`src/rtl/shift_reg_ctrl.sv`:
```
// Shift-register sequencing controller: edge-captured requests, round-robin
// arbitration, multi-cycle load/shift/rotate execution and a debounce tick.
module shift_reg_ctrl #(
  parameter int WIDTH    = 8,
  parameter int CNT_W    = 3,
  parameter int TICK_DIV = 1000000
) (
  input  logic             clk_in,
  input  logic             rst,
  input  logic [3:0]       req,
  input  logic [WIDTH-1:0] d_load,
  input  logic             sin,
  input  logic [CNT_W-1:0] amt,
  output logic             tick,
  output logic [WIDTH-1:0] q,
  output logic [3:0]       grant,
  output logic             busy,
  output logic             done
);

  localparam int TW = (TICK_DIV > 2) ? $clog2(TICK_DIV) : 1;

  typedef enum logic [1:0] {S_IDLE, S_EXEC, S_DONE} state_e;
  // Encoding matches the request bit index so the winner maps straight to an op.
  typedef enum logic [1:0] {OP_LOAD, OP_SHL, OP_SHR, OP_ROTL} op_e;

  state_e           state, state_n;
  op_e              op;
  logic [3:0]       req_hist, pending, clr, grant_n;
  logic [1:0]       ptr, win_idx;
  logic             win_valid, start;
  logic [CNT_W-1:0] cnt;
  logic [WIDTH-1:0] d_lat;
  logic [TW-1:0]    tick_cnt;

  // Round-robin search beginning just after the last winner.
  always_comb begin
    logic [1:0] idx;
    // NOTE: every combinationally written signal gets a default first, so no latch is inferred.
    win_valid = 1'b0;
    win_idx   = ptr;
    idx       = ptr;
    for (int i = 1; i <= 4; i++) begin
      idx = ptr + 2'(i);
      if (!win_valid && pending[idx]) begin
        win_valid = 1'b1;
        win_idx   = idx;
      end
    end
  end

  always_comb begin
    state_n = state;
    grant_n = '0;
    clr     = '0;
    start   = 1'b0;
    case (state)
      S_IDLE: begin
        if (win_valid) begin
          grant_n[win_idx] = 1'b1;
          clr[win_idx]     = 1'b1;
          start            = 1'b1;
          state_n = (win_idx != 2'(OP_LOAD) && amt == '0) ? S_DONE : S_EXEC;
        end
      end
      S_EXEC:  if (cnt == CNT_W'(1)) state_n = S_DONE;
      S_DONE:  state_n = S_IDLE;
      default: state_n = S_IDLE;
    endcase
  end

  always_ff @(posedge clk_in or posedge rst) begin
    if (rst) begin
      state <= S_IDLE;
      grant <= '0;
      busy  <= 1'b0;
      done  <= 1'b0;
    end else begin
      // NOTE: sequential state uses non-blocking assignments so every register samples pre-edge values.
      state <= state_n;
      grant <= grant_n;
      busy  <= (state_n != S_IDLE);
      done  <= (state_n == S_DONE);
    end
  end

  always_ff @(posedge clk_in or posedge rst) begin
    if (rst) begin
      req_hist <= '0;
      pending  <= '0;
      ptr      <= 2'd3;
      op       <= OP_LOAD;
      cnt      <= '0;
      d_lat    <= '0;
      q        <= '0;
    end else begin
      req_hist <= req;
      // A fresh edge in the grant cycle re-arms the bit being cleared.
      pending  <= (pending & ~clr) | (req & ~req_hist);
      if (start) begin
        ptr   <= win_idx;
        op    <= op_e'(win_idx);
        cnt   <= (win_idx == 2'(OP_LOAD)) ? CNT_W'(1) : amt;
        d_lat <= d_load;
      end
      if (state == S_EXEC) begin
        cnt <= cnt - CNT_W'(1);
        case (op)
          OP_LOAD: q <= d_lat;
          OP_SHL:  q <= {q[WIDTH-2:0], sin};
          OP_SHR:  q <= {sin, q[WIDTH-1:1]};
          OP_ROTL: q <= {q[WIDTH-2:0], q[WIDTH-1]};
          default: q <= q;
        endcase
      end
    end
  end

  always_ff @(posedge clk_in or posedge rst) begin
    if (rst)                               tick_cnt <= '0;
    else if (tick_cnt == TW'(TICK_DIV - 1)) tick_cnt <= '0;
    else                                    tick_cnt <= tick_cnt + TW'(1);
  end

  assign tick = (tick_cnt == TW'(TICK_DIV - 1));

endmodule
```
`config.mk`:
```
export PLATFORM = sky130hd
export DESIGN_NAME = shift_reg_ctrl
export DESIGN_NICKNAME = d
export VERILOG_FILES = /design/src/rtl/shift_reg_ctrl.sv
export SDC_FILE = /design/constraint.sdc
export NUM_CORES = 1
export LEC_CHECK = 0
export CAP_MARGIN = 15
export CORE_ASPECT_RATIO = 1.25
export CORE_MARGIN = 2
export CORE_UTILIZATION = 55
export DETAILED_ROUTE_END_ITERATION = 7
export PLACE_DENSITY = 0.82
export REMOVE_ABC_BUFFERS = 1
export SLEW_MARGIN = 20
export SYNTH_ARGS = -nofsm -noshare
export SYNTH_HDL_FRONTEND = slang
export SYNTH_SLANG_ARGS = --single-unit
```
`constraint.sdc`:
```
create_clock -name clk_in -period 2.5 [get_ports clk_in]
set_input_delay 0.5 -clock clk_in [delete_from_list [all_inputs] [get_ports clk_in]]
set_output_delay 0.5 -clock clk_in [all_outputs]
set_load 0.01 [all_outputs]
```
==> Word-level counts from Yosys, hierarchy flattened <==
Index checks and enable logic that the tools add are counted.
{ "totals": {"regBits": 59, "elab_cells": 81} }
{ "classes": {"add_sub_neg": 5, "order_cmp": 6, "n_eq_ne": 7, "muxes": 31, "n_bitwise": 5, "reduce_logical": 15} }
{ "ops": {"columns": ["op", "count"], "rows": [
  ["one-hot mux 8 bit (4 select lines)", 1],
  ["adder 20 x 1 -> 20 bit, second input constant", 1],
  ["equality test 20 bit, second input constant", 1],
  ["2-to-1 mux 20 bit", 1],
  ["< comparator 2 x 3 -> 1 bit, second input constant", 5],
  ["2-to-1 mux 2 bit", 7],
  ["2-to-1 mux 1 bit", 11],
  ["2-to-1 mux 3 bit", 3],
  ["AND 4 bit", 2],
  ["binary-select mux 1 bit (select 2 bit)", 4],
  ["2-to-1 mux 4 bit", 2],
  ["NOT 4 bit", 2],
  ["equality test 2 bit, second input constant", 3],
  ["zero test 2 bit", 3],
  ["nonzero test 2 bit", 3],
  ["logical AND 1 bit", 5],
  ["adder 2 bit, second input constant", 2],
  ["equality test 2 x 1 -> 1 bit, second input constant", 2],
  ["bitwise OR 4 bit", 1],
  ["one-hot mux 2 bit (2 select lines)", 1],
  ["equality test 3 x 1 -> 1 bit, second input constant", 1],
  ["zero test 1 bit", 3],
  ["zero test 3 bit", 1],
  ["subtractor 3 x 1 -> 3 bit, second input constant", 1],
  ["other kinds (3)", 3]
]} }

==> Depth between registers and ports, before layout <==
{ "depth": {"word_depth": 22, "mapped_depth": 6, "ltp_nobuf": 5} }

==> Worst setup path after synthesis <==
No wires, ideal clock.
{ "synth_timing": {"path_kind": "register -> output", "startpoint": "register tick_cnt[8]", "endpoint": "output port tick", "arrival_ps": 1492, "required_ps": 2000, "slack_ps": 508, "path_stages_with_launch": 5, "path_cell_list": "dfrtp_1 > nor4b_1 > nand3b_1 > nor4_1 > clkbuf_1"} }
{ "synth_via": {"elab_chain_cells": 1} }
{ "synth_lines": {"columns": ["item", "line_no", "source"], "rows": [
  ["start, declared", "34", "logic [TW-1:0] tick_cnt;"],
  ["start signal, assigned", "122", "else tick_cnt <= tick_cnt + TW'(1);"],
  ["equality test 20 bit", "125", "assign tick = (tick_cnt == TW'(TICK_DIV - 1));"],
  ["end, declared", "14", "output logic tick,"]
]} }
No other way between the ends.

==> Worst setup path after layout <==
{ "layout_timing": {"startpoint": "register tick_cnt[6]", "endpoint": "output port tick"} }
The elaborated chain is that of the path after synthesis.

==> flow_metrics.tcl <==
set metrics [dict create \
    port_buffers 32 \
    pin_count 33 \
    crit_type "register to output port" \
    drt_iter0_drc 177 \
    dp_cells 366 \
    ys_seq_elements 59 \
    synth_most_common_cell "dfrtp_1" \
    fmax_mhz 424 \
    die_h_um 83.2 \
    synthCells 283 \
    syn_area_sq_mm 0.00276 \
    totalWireLength_um 5350 \
    ys_top_cells_by_count "dfrtp_1 (57), nand2_1 (45), nor2_1 (25), a21oi_1 (18), clkbuf_1 (14)" \
    stdcell_count 382 \
    antennaDiodeCount 0 \
    synthTopCellsByArea "dfrtp_1 (52%), nand2_1 (6.1%), nor2_1 (3.4%)" \
    start_util 0.575 \
    via_per_inst 5.55 \
    clock_latency_ps 340 \
    fin_crit_sh 0.942 \
    ant_nets 0 \
    grt_setup_unrepaired "no" \
    die_w_um 67.3 \
    synth_warnings 0 \
    core_area_sq_mm 0.00480 \
    dr.pass1.iters 4 \
    synth_top_area_cell "dfrtp_1" \
    endpoint_kind "output port" \
    skew_ps 10.5 \
    slew_headroom 0.464 \
    power.leakage_nw 1.52 \
    fin_nets 338 \
    globalplace.congestion 0.927 \
    start_kind "register" \
    maxSlewViolCount 0 \
    hold_violations 0 \
    yosysTopAreaCellShare 0.517 \
    grt_pass1_wl_um 9090 \
    vias 2121 \
    clk_path_buf_depth 2 \
    avgSynthCellArea_sq_um 9.74 \
    yosys.cell_types.count 47 \
    rows 28 \
    hold_path_class "register to register" \
    crit_fanout 5 \
    synthArstFlopShare 1.00 \
    fin_tns_setup_ps 0 \
    htreeDepth 3 \
    cts.sinks 59 \
    wl_per_cell_um 14.0 \
    area_growth_pct 21.4 \
    dieArea_sq_mm 0.00560 \
    grt_max_degree 60 \
    cap_viol_max_count 0 \
    fin_util 0.697 \
    cp_data_arrival_time_ps 1860 \
    ys_seq_area_frac 0.536 \
    post-route-min-period_ps 2360 \
    setup_viol 0 \
    grt_antenna_before_repair 0 \
    tightest_slew_ps 804 \
    hpwlAfterDp_um 3640 \
    grt.total_usage 0.215 \
    synth_edf_count 0 \
    synthFlopType "dfrtp_1" \
    rrSetupSlack_ps 570 \
    grt_pass1_vias 2087 \
    design_area_sq_mm 0.00335 \
    clockRootBuffer "clkbuf_8" \
    power_density_mw_per_mm2 1070 \
    peakVddDrop_mv 0.500 \
    placed_area_sq_mm 0.00315 \
    cts_buffers 9 \
    status "complete, no violations" \
    drive_gt1_frac 0.0932 \
    drc 0 \
    cts_tree "yes" \
    gr-total-overflow 0 \
    clk_pin_slew_ps 60 \
    cp_data_required_time_ps 2000 \
]
## per-stage QoR
step | total power [mW] | setup WS [ps] | hold slack (ps)
final | 3.58 | 144 | 427
after global routing | 3.85 | 45.2 | 442
after CTS | 3.62 | 154 | 428
after detailed placement | 2.82 | 128 | 420
after global placement | 2.78 | 192 | 405
after floorplan | 2.34 | 38.9 | 400
## repair_timing
action,in CTS,in global routing
endpoints found under the hold margin,0,0
gates resized for setup,3,0
hold buffers,0,0
setup buffers,0,0
endpoints found under the setup margin,1,0
## power by group
part	internal, mW	switching [mW]	total (mW)
registers	1.23	0.270	1.50
logic	0.629	0.667	1.30
clock network	0.438	0.340	0.778
## cells by family (layout without fill, tap and decap cells)
logic type,count (synthesis),after routing,synth area share
adders and majority gates,3,3,0.0136
DFF,59,59,0.536
and+or+nand+nor,115,115,0.199
buffers and inverters,27,66,0.0372
AOI/OAI and AO/OA,56,56,0.132
muxes,10,10,0.0413
xor gates and xnor gates,13,13,0.0413
## metal layers
metal	vias up	wire, um	GRT usage
li1	1053	-	-
met1	1002	2340	0.255
met2	52	2630	0.346
met3	14	226	0.0691
met4	0	153	0.106
met5	-	0	0
## layout make-up
class	count	area [sq um]
clock inverters	2	10.0
fillers	395	1450
multi-input cells	197	1190
clock buffers	14	173
repair buffers	38	377
inverters	12	45.0
flip-flops and latches	59	1480
well taps	60	75.1
## critical path, stage by stage, from the launching register on
cell and delay [ps]:
dfrtp_1 430, nor4b_2 290, nand3b_1 170, nor4_2 320, dlygate4sd2_1 310
## worst paths after layout
kind                                   from  cells after the start           end
worst max-delay path            tick_cnt[6]                      4          tick
worst min-delay path            req_hist[3]                      1    pending[3]
max in group asynchronous               rst                      3        ptr[1]
worst max register to register  tick_cnt[8]                      5  tick_cnt[17]
worst min register to register  req_hist[3]                      1    pending[3]
min in group asynchronous               rst                      3    pending[2]
## sequential cells by signal, indices dropped and copies added (netlist names)
name	count
grant	4
op	2
req_hist	4
ptr	2
busy	1
q	8
pending	4
state	2
done	1
tick_cnt	20
d_lat	8
cnt	3
## cell usage in the layout, fill, tap and decap left out, types with 3 or more instances in the layout
cell type and instances:
o31ai_1 6, nor2_1 25, a21oi_1 18, nand3_1 11
dfrtp_1 57, nand4_1 4, o21ai_0 11, a21o_1 4
clkbuf_8 12, nand2_1 45, mux2i_1 8, clkdlybuf4s50_1 31
ha_1 3, inv_1 11, xnor2_1 8, and3_1 4
buf_4 5, xor2_1 5, or4_1 3, or3_1 5
nand2b_1 3
(Power assumes the default switching activity.)
